<file path="config.mk">
export PLATFORM = sky130hd
export DESIGN_NAME = mlp_multiclass_seq
export DESIGN_NICKNAME = d
export VERILOG_FILES = /design/src/rtl/mlp_multiclass_seq.sv
export SDC_FILE = /design/constraint.sdc
export NUM_CORES = 1
export LEC_CHECK = 0
export CAP_MARGIN = 20
export CORE_MARGIN = 2
export CORE_UTILIZATION = 43
export CTS_BUF_LIST = sky130_fd_sc_hd__clkbuf_8
export DETAILED_ROUTE_END_ITERATION = 10
export DONT_BUFFER_PORTS = 1
export GPL_TIMING_DRIVEN = 1
export SETUP_SLACK_MARGIN = 0.3
export SLEW_MARGIN = 20
export SYNTH_ARGS = -nofsm -noshare
export SYNTH_HDL_FRONTEND = slang
export SYNTH_SLANG_ARGS = --single-unit
</file>
<file path="constraint.sdc">
create_clock -name clk -period 15 [get_ports clk]
set_input_delay 3 -clock clk [delete_from_list [all_inputs] [get_ports clk]]
set_output_delay 3 -clock clk [all_outputs]
set_load 0.05 [all_outputs]
</file>
<file path="src/rtl/mlp_multiclass_seq.sv">
// Sequential MLP classifier: P binary pixels -> C classes on one shared MAC, optional output-layer perceptron update.
// Latency: N*(P+1) + C*(N+1) + 1 cycles from the accepting edge to done; N+1 more when an update runs.
// Backpressure: none; start is accepted only in IDLE and ignored while busy and in the done cycle.
module mlp_multiclass_seq #(
  parameter  int P        = 16,
  parameter  int N        = 8,
  parameter  int C        = 2,
  parameter  int W        = 8,
  parameter  int FRAC     = 6,
  parameter  int LR_SHIFT = 2,
  localparam int CW       = (C > 2) ? $clog2(C) : 1,
  localparam int SW       = W + $clog2(N + 1) + 2
) (
  input  logic                 clk,
  input  logic                 rst,
  input  logic                 start,
  input  logic [P-1:0]         x,
  input  logic                 learn,
  input  logic [CW-1:0]        label,
  output logic                 busy,
  output logic                 done,
  output logic [CW-1:0]        class_out,
  output logic signed [SW-1:0] score_max,
  output logic [15:0]          err_cnt
);

  localparam int HW  = W + $clog2(P + 1) + 1;
  // Output accumulator holds bias<<FRAC plus N products of (W-1)-bit h and W-bit weights.
  localparam int OW  = 2 * W + $clog2(N + 1) + 1;
  localparam int PW  = (P > 1) ? $clog2(P) : 1;
  localparam int NW  = (N > 1) ? $clog2(N) : 1;
  localparam int MX  = (P > N) ? P : N;
  localparam int KW  = $clog2(MX + 1);
  localparam int IMX = (N > C) ? N : C;
  localparam int IW  = (IMX > 1) ? $clog2(IMX) : 1;

  localparam logic [KW-1:0]        K_P   = KW'(P);
  localparam logic [KW-1:0]        K_N   = KW'(N);
  localparam logic [IW-1:0]        I_NL  = IW'(N - 1);
  localparam logic [IW-1:0]        I_CL  = IW'(C - 1);
  localparam logic [CW:0]          C_LIM = (CW + 1)'(C);
  localparam logic signed [HW-1:0] WH_POS = HW'(1 << (FRAC - 2));
  localparam logic signed [HW-1:0] WH_NEG = -WH_POS;
  localparam logic signed [HW-1:0] H_MAX  = {{(HW - W + 1){1'b0}}, {(W - 1){1'b1}}};
  localparam logic signed [OW-1:0] S_MAX  = {{(OW - SW + 1){1'b0}}, {(SW - 1){1'b1}}};
  localparam logic signed [OW-1:0] S_MIN  = ~S_MAX;
  localparam logic signed [SW-1:0] SAT_HI = {1'b0, {(SW - 1){1'b1}}};
  localparam logic signed [SW-1:0] SAT_LO = {1'b1, {(SW - 1){1'b0}}};
  localparam logic [W:0]           DB     = (W + 1)'((1 << FRAC) >> LR_SHIFT);

  // Hidden weights are fixed at their reset pattern forever, so they live as a constant sign map.
  function automatic logic [N*P-1:0] wh_sign_init();
    logic [N*P-1:0] r;
    logic           b;
    r = '0;
    for (int k = N * P - 1; k >= 0; k--) begin
      b = (((k * 5) % 7) < 3);
      r = {r[N*P-2:0], b};
    end
    return r;
  endfunction

  localparam logic [N-1:0][P-1:0] WH_SIGN = wh_sign_init();

  function automatic logic signed [W-1:0] sat_w(input logic [W:0] v);
    if (v[W] != v[W-1]) return v[W] ? {1'b1, {(W - 1){1'b0}}} : {1'b0, {(W - 1){1'b1}}};
    return v[W-1:0];
  endfunction

  typedef enum logic [2:0] {S_IDLE, S_HID, S_OUT, S_UPD, S_DONE} state_t;

  state_t                 state;
  logic [KW-1:0]          cnt;
  logic [IW-1:0]          idx;
  logic [P-1:0]           x_r;
  logic                   learn_r;
  logic [CW-1:0]          lab_r;
  logic signed [HW-1:0]   acc_h;
  logic signed [OW-1:0]   acc_o;
  logic signed [SW-1:0]   best_s;
  logic [CW-1:0]          best_c;
  logic [W-2:0]           h   [N];
  logic signed [W-1:0]    w_o [C][N];
  logic signed [W-1:0]    b_o [C];

  logic [PW-1:0]          p_sel;
  logic [NW-1:0]          j_sel, u_sel, n_sel;
  logic [CW-1:0]          c_sel;
  logic signed [HW-1:0]   hid_add, acc_h_nxt;
  logic [W-2:0]           h_clip, h_sel, h_u;
  logic signed [W-1:0]    w_sel, b_sel, w_lab, w_prd, b_lab, b_prd;
  logic signed [OW-1:0]   h_ext, w_ext, prod, bias_ext, acc_o_nxt, s_shift;
  logic signed [SW-1:0]   s_sat, best_s_nxt;
  logic [CW-1:0]          best_c_nxt;
  logic                   better;
  logic [W:0]             dh;
  logic signed [W-1:0]    w_lab_nxt, w_prd_nxt, b_lab_nxt, b_prd_nxt;

  // Shared MAC datapath: hidden accumulate/clip, output MAC/scale/argmax, and saturating update values.
  always_comb begin
    p_sel = PW'(cnt - KW'(1));
    j_sel = NW'(cnt - KW'(1));
    u_sel = NW'(cnt);
    n_sel = NW'(idx);
    c_sel = CW'(idx);

    // Hidden biases reset to zero and are never trained, so neuron cycle 0 just clears acc.
    hid_add = '0;
    if (x_r[p_sel]) hid_add = WH_SIGN[n_sel][p_sel] ? WH_POS : WH_NEG;
    acc_h_nxt = (cnt == '0) ? '0 : acc_h + hid_add;
    if (acc_h_nxt[HW-1])        h_clip = '0;
    else if (acc_h_nxt > H_MAX) h_clip = '1;
    else                        h_clip = acc_h_nxt[W-2:0];

    h_sel     = h[j_sel];
    w_sel     = w_o[c_sel][j_sel];
    b_sel     = b_o[c_sel];
    h_ext     = {{(OW - W + 1){1'b0}}, h_sel};
    w_ext     = {{(OW - W){w_sel[W-1]}}, w_sel};
    prod      = h_ext * w_ext;
    bias_ext  = {{(OW - W){b_sel[W-1]}}, b_sel} << FRAC;
    acc_o_nxt = (cnt == '0) ? bias_ext : acc_o + prod;
    s_shift   = acc_o_nxt >>> FRAC;
    if (s_shift > S_MAX)      s_sat = SAT_HI;
    else if (s_shift < S_MIN) s_sat = SAT_LO;
    else                      s_sat = s_shift[SW-1:0];
    // Strict greater-than keeps the lowest index on ties; class 0 always seeds the running max.
    better     = (idx == '0) || (s_sat > best_s);
    best_s_nxt = better ? s_sat : best_s;
    best_c_nxt = better ? c_sel : best_c;

    h_u       = h[u_sel];
    dh        = {2'b00, h_u} >> LR_SHIFT;
    w_lab     = w_o[lab_r][u_sel];
    w_prd     = w_o[best_c][u_sel];
    b_lab     = b_o[lab_r];
    b_prd     = b_o[best_c];
    w_lab_nxt = sat_w({w_lab[W-1], w_lab} + dh);
    w_prd_nxt = sat_w({w_prd[W-1], w_prd} - dh);
    b_lab_nxt = sat_w({b_lab[W-1], b_lab} + DB);
    b_prd_nxt = sat_w({b_prd[W-1], b_prd} - DB);
  end

  // Sequencer FSM with registered handshake/result outputs and output-layer parameter storage.
  always_ff @(posedge clk or posedge rst) begin
    if (rst) begin
      state     <= S_IDLE;
      cnt       <= '0;
      idx       <= '0;
      x_r       <= '0;
      learn_r   <= 1'b0;
      lab_r     <= '0;
      acc_h     <= '0;
      acc_o     <= '0;
      best_s    <= '0;
      best_c    <= '0;
      h         <= '{default: '0};
      w_o       <= '{default: '0};
      b_o       <= '{default: '0};
      busy      <= 1'b0;
      done      <= 1'b0;
      class_out <= '0;
      score_max <= '0;
      err_cnt   <= '0;
    end else begin
      done <= 1'b0;
      case (state)
        S_IDLE: begin
          if (start) begin
            x_r     <= x;
            learn_r <= learn;
            lab_r   <= ({1'b0, label} >= C_LIM) ? '0 : label;
            cnt     <= '0;
            idx     <= '0;
            busy    <= 1'b1;
            state   <= S_HID;
          end
        end
        S_HID: begin
          acc_h <= acc_h_nxt;
          if (cnt == K_P) begin
            h[n_sel] <= h_clip;
            cnt      <= '0;
            if (idx == I_NL) begin
              idx   <= '0;
              state <= S_OUT;
            end else begin
              idx <= idx + IW'(1);
            end
          end else begin
            cnt <= cnt + KW'(1);
          end
        end
        S_OUT: begin
          acc_o <= acc_o_nxt;
          if (cnt == K_N) begin
            best_s <= best_s_nxt;
            best_c <= best_c_nxt;
            cnt    <= '0;
            if (idx == I_CL) begin
              idx <= '0;
              if (learn_r && (best_c_nxt != lab_r)) begin
                if (err_cnt != 16'hFFFF) err_cnt <= err_cnt + 16'd1;
                state <= S_UPD;
              end else begin
                done      <= 1'b1;
                busy      <= 1'b0;
                class_out <= best_c_nxt;
                score_max <= best_s_nxt;
                state     <= S_DONE;
              end
            end else begin
              idx <= idx + IW'(1);
            end
          end else begin
            cnt <= cnt + KW'(1);
          end
        end
        S_UPD: begin
          // label != pred here, so the two writes always hit different rows.
          if (cnt == K_N) begin
            b_o[lab_r]  <= b_lab_nxt;
            b_o[best_c] <= b_prd_nxt;
            cnt         <= '0;
            done        <= 1'b1;
            busy        <= 1'b0;
            class_out   <= best_c;
            score_max   <= best_s;
            state       <= S_DONE;
          end else begin
            w_o[lab_r][u_sel]  <= w_lab_nxt;
            w_o[best_c][u_sel] <= w_prd_nxt;
            cnt                <= cnt + KW'(1);
          end
        end
        S_DONE:  state <= S_IDLE;
        default: state <= S_IDLE;
      endcase
    end
  end

endmodule

</file>
==> results.py, run 1 <==
metrics = {
    "critical_path": {
        "worst_r2r_endpoint": "score_max[11]$_DFFE_PP0P_",
        "path_common_cell": "fa_1",
        "crit_fanout": 65,
        "end_kind": "flop",
        "max_stage_delay_ns": 0.82,
        "crit_path_top_delay_cell": "buf_4",
        "r2r_cells": 30,
        "cp.arrival_ns": 12.42,
        "r2r_slack_ns": 3.14,
        "r2r_start": "cnt[0]$_DFFE_PP0P_",
        "startpoint_type": "flop",
        "cp.required_ns": 15.56,
        "path_class": "flop to flop",
    },
    "logic_synthesis": {
        "synthXorXnorAreaFrac_pct": 2.02,
        "synth.distinct_cells": 83,
        "syn_inst": 2385,
        "synth_edf_count": 0,
        "ys_ff_latch": 312,
        "synthTopCellsByArea": "dfrtp_1 (34%), mux2i_1 (7.1%), ha_1 (6.0%)",
        "syn_nets": 2563,
        "syn_area_um2": 22800,
        "yosysTopAreaCell": "dfrtp_1",
        "synth_top_area_share_pct": 34.2,
        "async_flop_share_pct": 100,
        "muxShareOfSynthArea_pct": 15.0,
        "synth_top_flop_cell": "dfrtp_1",
        "synthAdderAreaFrac_pct": 10.2,
        "synth_compound_area_share_pct": 21.1,
        "syn_avg_cell_area_um2": 9.58,
        "ys_seq_area_share_pct": 34.2,
        "ys_warn_count": 0,
        "synth_top_family_by_area": "compound AO/OA/AOI/OAI gates",
        "synth-simple-area-share_pct": 12.7,
    },
    "floorplan": {
        "die_x_um": 234,
        "core-area_um2": 52600,
        "dieArea_um2": 55000,
        "start_util_pct": 43.5,
        "chipHeight_um": 234,
        "ios": 54,
        "std_cell_rows": 84,
    },
    "timing": {
        "fin_ws_ns": 3.14,
        "grt_setup_unrepaired": "false",
        "tns_ns": 0,
        "slew_headroom_pct": 21.0,
        "layout_min_cycle_time_ns": 11.86,
        "hold_violations": 0,
        "setup_violations": 0,
        "final_max_slew_viol_count": 0,
        "fin_crit_sh_pct": 79.1,
        "tightest_slew_ns": 1.18,
        "fmax_mhz": 84.3,
        "fin_skew_ns": 0.0509,
    },
    "placed_design": {
        "placedInstanceArea_um2": 23400,
        "dp.cells": 2947,
        "io_buffers": 0,
        "place_ws_ns": 2.94,
        "gp_congestion": 0.974,
        "dp_hpwl_mm": 50.8,
    },
    "run": {
        "drv_cap": 0,
    },
    "drt": {
        "avgViaCountPerCell": 6.48,
        "ant_nets": 0,
        "dr.pass1.iters": 6,
        "avgRoutedWirePerCell_um": 24.2,
        "drt_wl_total_mm": 74.0,
        "route.vias.total": 19800,
        "drc": 0,
        "initialDrtViolationCount": 2436,
    },
    "clock_tree": {
        "cts-root-buf": "clkbuf_8",
        "htreeDepth": 2,
        "cts_tree": "done",
        "clk_pin_slew_worst_paths_ns": 0.06,
        "post_cts_resize_count": 0,
        "cts.sinks": 312,
        "clk_latency_ns": 0.68,
        "ctsHoldBuffers": 0,
        "postCtsSetupRepairBufs": 0,
        "cts-buffers-inserted": 58,
        "clockBufferDepth": 3,
    },
    "grt": {
        "grt_max_degree": 116,
        "grt_pass1_wl_mm": 113,
        "antenna_found_initial": 3,
        "grt_pass1_vias": 19100,
        "gr-total-overflow": 0,
        "track_usage_pct": 26.8,
    },
    "cells_and_area": {
        "nNetsFinal": 2499,
        "fillers": 5041,
        "synthToLayoutAreaGrowth_pct": 7.54,
        "drive_gt1_share_pct": 10.9,
        "postLayoutCellArea_um2": 24600,
        "instances_no_fill": 3053,
    },
    "status": {
        "status": "finished, final reports clean",
    },
    "min_path": {
        "hold_path.startpoint": "acc_o[0]$_DFFE_PP0N_",
        "holdPathStages": 2,
        "hold_end": "acc_o[0]$_DFFE_PP0N_",
        "holdCritPathClass": "flop to flop",
    },
}
## placed cells by master (no fill, tap or decap), drive strengths merged, types with 72 or more instances in the layout
cell type / netlist / routed
mux2i: 169 / 169
inv: 112 / 129
nand2: 289 / 289
ha: 110 / 110
nor2: 142 / 142
o22ai: 81 / 81
a21oi: 82 / 82
clkbuf: 92 / 72
o21ai: 172 / 172
o221ai: 121 / 121
dfrtp: 312 / 312
## sequential cells by signal, summed over array words and instances (netlist names)
| signal | flops |
|---|---|
| done | 1 |
| w_o | 128 |
| acc_h | 14 |
| state | 3 |
| best_c | 1 |
| busy | 1 |
| x_r | 16 |
| idx | 3 |
| err_cnt | 16 |
| learn_r | 1 |
| cnt | 5 |
| best_s | 14 |
| h | 56 |
| b_o | 16 |
| score_max | 14 |
| lab_r | 1 |
| acc_o | 21 |
| class_out | 1 |
## cells in the mapped netlist (all sizes together) (12+ instances only)
cell / n
xnor2: 38
a31oi: 13
o21a: 68
xor2: 12
nor2: 142
mux2: 42
nand2: 289
buf: 65
a22o: 12
o21ai: 172
nand2b: 29
nor2b: 13
o22ai: 81
a21o: 15
fa: 47
o22a: 65
mux2i: 169
nor3: 14
clkbuf: 92
a21oi: 82
inv: 112
o221ai: 121
nor4: 12
nand3: 47
ha: 110
a22oi: 13
dfrtp: 312
mux4: 53
## per-stage QoR
stage,utilization (%),hold slack (ns)
finish,46.7,0.478
global route,46.7,0.506
floorplan,-,0.445
global placement,44.4,0.459
detailed placement,44.4,0.467
CTS,46.6,0.480
## worst max path at each step
| stage | to | start | slack (ns) | depth (start not counted) |
|---|---|---|---|---|
| 2_1_floorplan | acc_h[0]$_DFFE_PP0P_ | rst | 3.37 | 1 |
| 3_3_place_gp | score_max[10]$_DFFE_PP0P_ | cnt[0]$_DFFE_PP0P_ | 3.40 | 29 |
| 3_5_place_dp | score_max[11]$_DFFE_PP0P_ | cnt[1]$_DFFE_PP0P_ | 2.94 | 29 |
| 4_1_cts | score_max[11]$_DFFE_PP0P_ | cnt[1]$_DFFE_PP0P_ | 2.89 | 29 |
| 5_1_grt | score_max[11]$_DFFE_PP0P_ | cnt[0]$_DFFE_PP0P_ | 2.30 | 30 |
| 6_report | score_max[11]$_DFFE_PP0P_ | cnt[0]$_DFFE_PP0P_ | 3.14 | 30 |
## cell type report
| class | instances | area [µm²] | share of cell area, % |
|---|---|---|---|
| well taps | 688 | 861 | 3.50 |
| flip-flops and latches | 312 | 7820 | 31.8 |
| multi-input cells | 1804 | 14000 | 57.1 |
| clock inverters | 28 | 146 | 0.596 |
| diodes | 4 | 10.0 | 0.0407 |
| clock buffers | 72 | 991 | 4.03 |
| inverters | 112 | 428 | 1.74 |
| repair buffers | 33 | 272 | 1.11 |
## metal layers
layer  share of wire (%)  track usage, %
met1                  42            35.7
met2                  45            41.7
met3                 8.5            5.69
met4                 4.4            12.4
met5                   0               0
## worst max-delay path: cells and delay by family (launching register included)
kind / cells / cell delay [ns]
AOI/OAI and AO/OA: 12 / 4.14
adders and majority gates: 7 / 3.04
and+or+nand+nor: 6 / 1.78
buffers and inverters: 4 / 1.47
muxes: 1 / 0.66
DFF: 1 / 0.57
## kinds of logic after synthesis
family | Yosys count
AOI/OAI and AO/OA | 702
and+or+nand+nor | 630
DFF | 312
buffers and inverters | 269
muxes | 264
adders and majority gates | 158
xor gates and xnor gates | 50
Power of run 1 is not shown: default switching activity piles up to over one toggle a cycle in this logic, so the estimate is an artifact.
==> run 2: changes to the inputs <==
==> constraint.sdc (replaced) <==
create_clock -name clk -period 9.85 [get_ports clk]
set_input_delay 1.97 -clock clk [delete_from_list [all_inputs] [get_ports clk]]
set_output_delay 1.97 -clock clk [all_outputs]
set_load 0.05 [all_outputs]
==> results.py, run 2 (synthesis results as in run 1) <==
metrics = {
    "floorplan": {
        "core-area_um2": 52600,
        "die_x_um": 234,
        "dieArea_um2": 55000,
        "std_cell_rows": 84,
        "start_util_pct": 43.5,
        "ios": 54,
        "chipHeight_um": 234,
    },
    "cells_and_area": {
        "mostFrequentLayoutCell": "dfrtp_1",
        "final_cell_mix": "dfrtp_1 (308), nand2_1 (289), mux2i_1 (157), o21ai_0 (148), nor2_1 (141)",
        "top_register": "w_o",
        "top_regs": "w_o (128), h (56), acc_o (21)",
        "drive_gt1_share_pct": 13.3,
        "nNetsFinal": 2535,
        "largest_register_ffs": 128,
        "synthToLayoutAreaGrowth_pct": 10.4,
    },
    "clock_tree": {
        "cts_tree": "done",
        "clk_pin_slew_worst_paths_ns": 0.06,
        "cts-buffers-inserted": 57,
        "cts-root-buf": "clkbuf_8",
        "clockBufferDepth": 3,
        "htreeDepth": 2,
        "cts.sinks": 312,
        "clk_latency_ns": 0.69,
    },
    "critical_path": {
        "cp.required_ns": 10.40,
        "end_kind": "flop",
        "crit_fanout": 19,
        "r2r_slack_ns": 0.60,
        "startpoint_type": "flop",
        "max_stage_delay_ns": 0.57,
        "path_common_cell": "fa_1",
        "worst_r2r_endpoint": "err_cnt[1]$_DFFE_PP0P_",
        "cp.arrival_ns": 9.80,
        "crit_start": "idx[0]$_DFFE_PP0P_",
        "crit_path_top_delay_cell": "mux4_2",
        "r2r_cells": 35,
        "path_class": "flop to flop",
        "r2r_start": "idx[0]$_DFFE_PP0P_",
    },
    "drt": {
        "drc": 0,
        "avgViaCountPerCell": 6.42,
        "initialDrtViolationCount": 1932,
        "dr.pass1.iters": 6,
        "route.vias.total": 19800,
        "drt_wl_total_mm": 74.5,
        "ant_nets": 0,
        "avgRoutedWirePerCell_um": 24.2,
    },
    "grt": {
        "grt_pass1_vias": 19300,
        "grt_max_degree": 163,
        "antenna_found_initial": 0,
        "track_usage_pct": 27.0,
        "gr-total-overflow": 0,
        "grt_pass1_wl_mm": 114,
    },
    "timing": {
        "fmax_mhz": 108,
        "fin_skew_ns": 0.0339,
        "tightest_slew_ns": 1.18,
        "grt_setup_unrepaired": "false",
        "hold_violations": 0,
        "tns_ns": 0,
        "slew_headroom_pct": 21.2,
        "fin_crit_sh_pct": 93.9,
        "layout_min_cycle_time_ns": 9.25,
        "final_max_slew_viol_count": 0,
        "setup_violations": 0,
    },
    "min_path": {
        "holdCritPathClass": "flop to flop",
        "hold_path.startpoint": "acc_o[0]$_DFFE_PP0N_",
        "holdPathStages": 2,
        "hold_end": "acc_o[0]$_DFFE_PP0N_",
    },
    "placed_design": {
        "io_buffers": 0,
        "gp_congestion": 1.00,
        "dp_hpwl_mm": 51.8,
    },
    "status": {
        "status": "finished, final reports clean",
    },
    "run": {
        "drv_cap": 0,
    },
}
run 2: cell types whose count changed in the layout (fill, tap and decap cells not counted), sizes merged:
cell and delta:
inv +6, clkinvlp +1, clkinv -5, clkbuf -3, buf +35, bufinv -1
diode -3
run 2: area by class of cell:
cell class / count / area [µm²]
diodes: 1 / 2.50
clock buffers: 67 / 922
clock inverters: 29 / 128
fillers: 5043 / 27300
inverters: 112 / 427
multi-input cells: 1804 / 14400
flip-flops and latches: 312 / 7820
well taps: 688 / 861
repair buffers: 70 / 709
run 2: how the worst max path moves through the flow:
stage / to / slack, ns
final: err_cnt[1]$_DFFE_PP0P_ / 0.60
after global routing: err_cnt[4]$_DFFE_PP0P_ / 0.30
after global placement: err_cnt[1]$_DFFE_PP0P_ / 0.37
after detailed placement: score_max[7]$_DFFE_PP0P_ / 0.22
after CTS: err_cnt[1]$_DFFE_PP0P_ / 0.32
after floorplan: err_cnt[6]$_DFFE_PP0P_ / 0.32
run 2: routing by layer:
layer	vias to the layer above	wire (µm)	GRT usage, %
met5	-	0	0
met4	0	2850	11.3
met3	195	5620	4.42
met2	906	34700	42.6
met1	9849	31300	37.0
li1	8833	-	-
run 2: repair_timing:
| action | 4_1_cts | 5_1_grt |
|---|---|---|
| gates cloned | 0 | 3 |
| hold buffers | 0 | 0 |
| setup buffers | 5 | 9 |
| pin swaps | 1 | 9 |
| gates resized for setup | 0 | 46 |
| setup endpoints to repair | 17 | 46 |
run 2: critical path, delay by kind of cell, from the launching register on:
kind	cells	cell delay, ns
DFF	1	0.47
buffers and inverters	8	1.08
AOI/OAI and AO/OA	10	2.16
muxes	4	1.59
and+or+nand+nor	6	0.72
adders and majority gates	7	3.08
run 2: metrics by stage:
stage	instance area (µm²)	utilization (%)	hold WS, ns	setup WS (ns)	instances
2_1_floorplan	23100	-	0.445	0.324	2385
6_report	25200	48.0	0.478	0.600	3083
3_5_place_dp	23700	45.0	0.472	0.217	2967
5_1_grt	25200	48.0	0.501	0.297	3082
3_3_place_gp	23700	45.0	0.457	0.366	2967
4_1_cts	24800	47.2	0.488	0.315	3068
Power of run 2 is left out for the same reason.
==> run 3: changes to the inputs <==
--- a/config.mk
+++ b/config.mk
@@ -7,7 +7,7 @@
 export LEC_CHECK = 0
 export CAP_MARGIN = 20
 export CORE_MARGIN = 2
-export CORE_UTILIZATION = 43
+export CORE_UTILIZATION = 45
 export CTS_BUF_LIST = sky130_fd_sc_hd__clkbuf_8
 export DETAILED_ROUTE_END_ITERATION = 10
 export DONT_BUFFER_PORTS = 1
==> results.py, run 3 (synthesis results as in run 1) <==
metrics = {
    "timing": {
        "fin_crit_sh_pct": 94.1,
        "tightest_slew_ns": 1.20,
        "tns_ns": 0,
        "hold_violations": 0,
        "fin_ws_ns": 0.580,
        "setup_violations": 0,
        "slew_headroom_pct": 19.7,
        "fin_skew_ns": 0.0860,
        "final_max_slew_viol_count": 0,
        "layout_min_cycle_time_ns": 9.27,
        "fmax_mhz": 108,
        "grt_setup_unrepaired": "false",
    },
    "clock_tree": {
        "cts_tree": "done",
        "cts-buffers-inserted": 58,
        "cts.sinks": 312,
        "cts-root-buf": "clkbuf_8",
        "htreeDepth": 2,
        "clk_latency_ns": 0.74,
        "clk_pin_slew_worst_paths_ns": 0.06,
        "clockBufferDepth": 3,
    },
    "critical_path": {
        "path_delay_family": "adder cells",
        "path_buf_inv": 6,
        "end_kind": "flop",
        "path_class": "flop to flop",
        "path_depth": 33,
        "crit_fanout": 25,
        "crit_path_top_delay_cell": "fa_1",
        "r2r_cells": 33,
        "cp.required_ns": 10.44,
        "startpoint_type": "flop",
        "max_stage_delay_ns": 0.56,
        "path_common_cell": "fa_1",
        "cp.arrival_ns": 9.86,
    },
    "grt": {
        "grt_pass1_wl_mm": 115,
        "grt_max_degree": 75,
        "antenna_found_initial": 0,
        "grt_pass1_vias": 19500,
        "gr-total-overflow": 0,
        "track_usage_pct": 28.1,
    },
    "cells_and_area": {
        "largest_register_ffs": 128,
        "top_regs": "w_o (128), h (56), acc_o (21)",
        "mostFrequentLayoutCell": "dfrtp_1",
        "num_antenna_cells": 0,
        "nNetsFinal": 2546,
        "drive_gt1_share_pct": 14.8,
        "synthToLayoutAreaGrowth_pct": 12.0,
        "final_cell_mix": "dfrtp_1 (308), nand2_1 (287), mux2i_1 (156), o21ai_0 (147), nor2_1 (141)",
        "top_register": "w_o",
    },
    "placed_design": {
        "dp_hpwl_mm": 51.9,
        "place_ws_ns": 0.201,
        "gp_congestion": 0.946,
        "io_buffers": 0,
    },
    "drt": {
        "drt_wl_total_mm": 75.0,
        "avgRoutedWirePerCell_um": 24.3,
        "ant_nets": 0,
        "dr.pass1.iters": 5,
        "drc": 0,
        "avgViaCountPerCell": 6.39,
        "initialDrtViolationCount": 1816,
        "route.vias.total": 19700,
    },
    "min_path": {
        "holdPathStages": 2,
        "holdCritPathClass": "flop to flop",
    },
    "floorplan": {
        "ios": 54,
        "core-area_um2": 50200,
        "chipHeight_um": 229,
        "die_x_um": 229,
        "dieArea_um2": 52600,
        "std_cell_rows": 82,
        "start_util_pct": 45.5,
    },
    "status": {
        "status": "finished, final reports clean",
    },
    "run": {
        "drv_cap": 0,
    },
}
==> run 3: what timing repair did <==
action                     4_1_cts  5_1_grt
pin swaps                        1       16
gates resized for setup          2       51
cloned                           0        5
buffers inserted                 7       16
setup endpoints to repair       16       45
hold buffers                     0        0
==> run 3: final timing paths <==
check	from	endpoint	slack, ns
worst max-delay path	cnt[0]$_DFFE_PP0P_	err_cnt[1]$_DFFE_PP0P_	0.58
worst min-delay path	acc_o[0]$_DFFE_PP0N_	acc_o[0]$_DFFE_PP0N_	0.47
worst max register to register	cnt[0]$_DFFE_PP0P_	err_cnt[1]$_DFFE_PP0P_	0.58
worst min register to register	acc_o[0]$_DFFE_PP0N_	acc_o[0]$_DFFE_PP0N_	0.47
max in group asynchronous	rst	lab_r$_DFFE_PP0P_	6.81
min in group asynchronous	rst	w_o[7]$_DFFE_PP0P_	1.45
==> run 3: per-layer routing <==
metal	track usage (%)	wire length [µm]	vias to the layer above
met1	38.2	31700	9791
li1	-	-	8830
met4	11.3	3330	0
met2	43.2	33700	881
met5	0	0	-
met3	6.64	6210	195
==> run 3: final cells by class <==
class                           count  area (µm²)
Fill cell                        4595       24600
Multi-Input combinational cell   1804       14400
Sequential cell                   312        7820
Clock buffer                       77        1060
Tap cell                          672         841
Timing Repair Buffer               80         813
Inverter                          112         429
Clock inverter                     27         209
==> run 3: worst register-to-register path: cells and delay by family, from the launching register on <==
| kind | cells | cell delay (ns) |
|---|---|---|
| simple gates | 5 | 0.89 |
| buf+inv | 6 | 0.73 |
| mux | 4 | 1.41 |
| flops | 1 | 0.53 |
| fa+ha+maj | 7 | 2.89 |
| xor+xnor | 1 | 0.22 |
| compound gates | 10 | 2.45 |
==> run 3: per-stage QoR <==
step | util (%) | hold slack (ns) | cell area (µm²) | instances
floorplan | - | 0.445 | 23100 | 2385
finish | 51.0 | 0.474 | 25600 | 3084
global route | 51.0 | 0.503 | 25600 | 3084
CTS | 49.9 | 0.483 | 25000 | 3062
global placement | 47.2 | 0.458 | 23700 | 2950
detailed placement | 47.2 | 0.470 | 23700 | 2951
Power of run 3 is left out for the same reason.
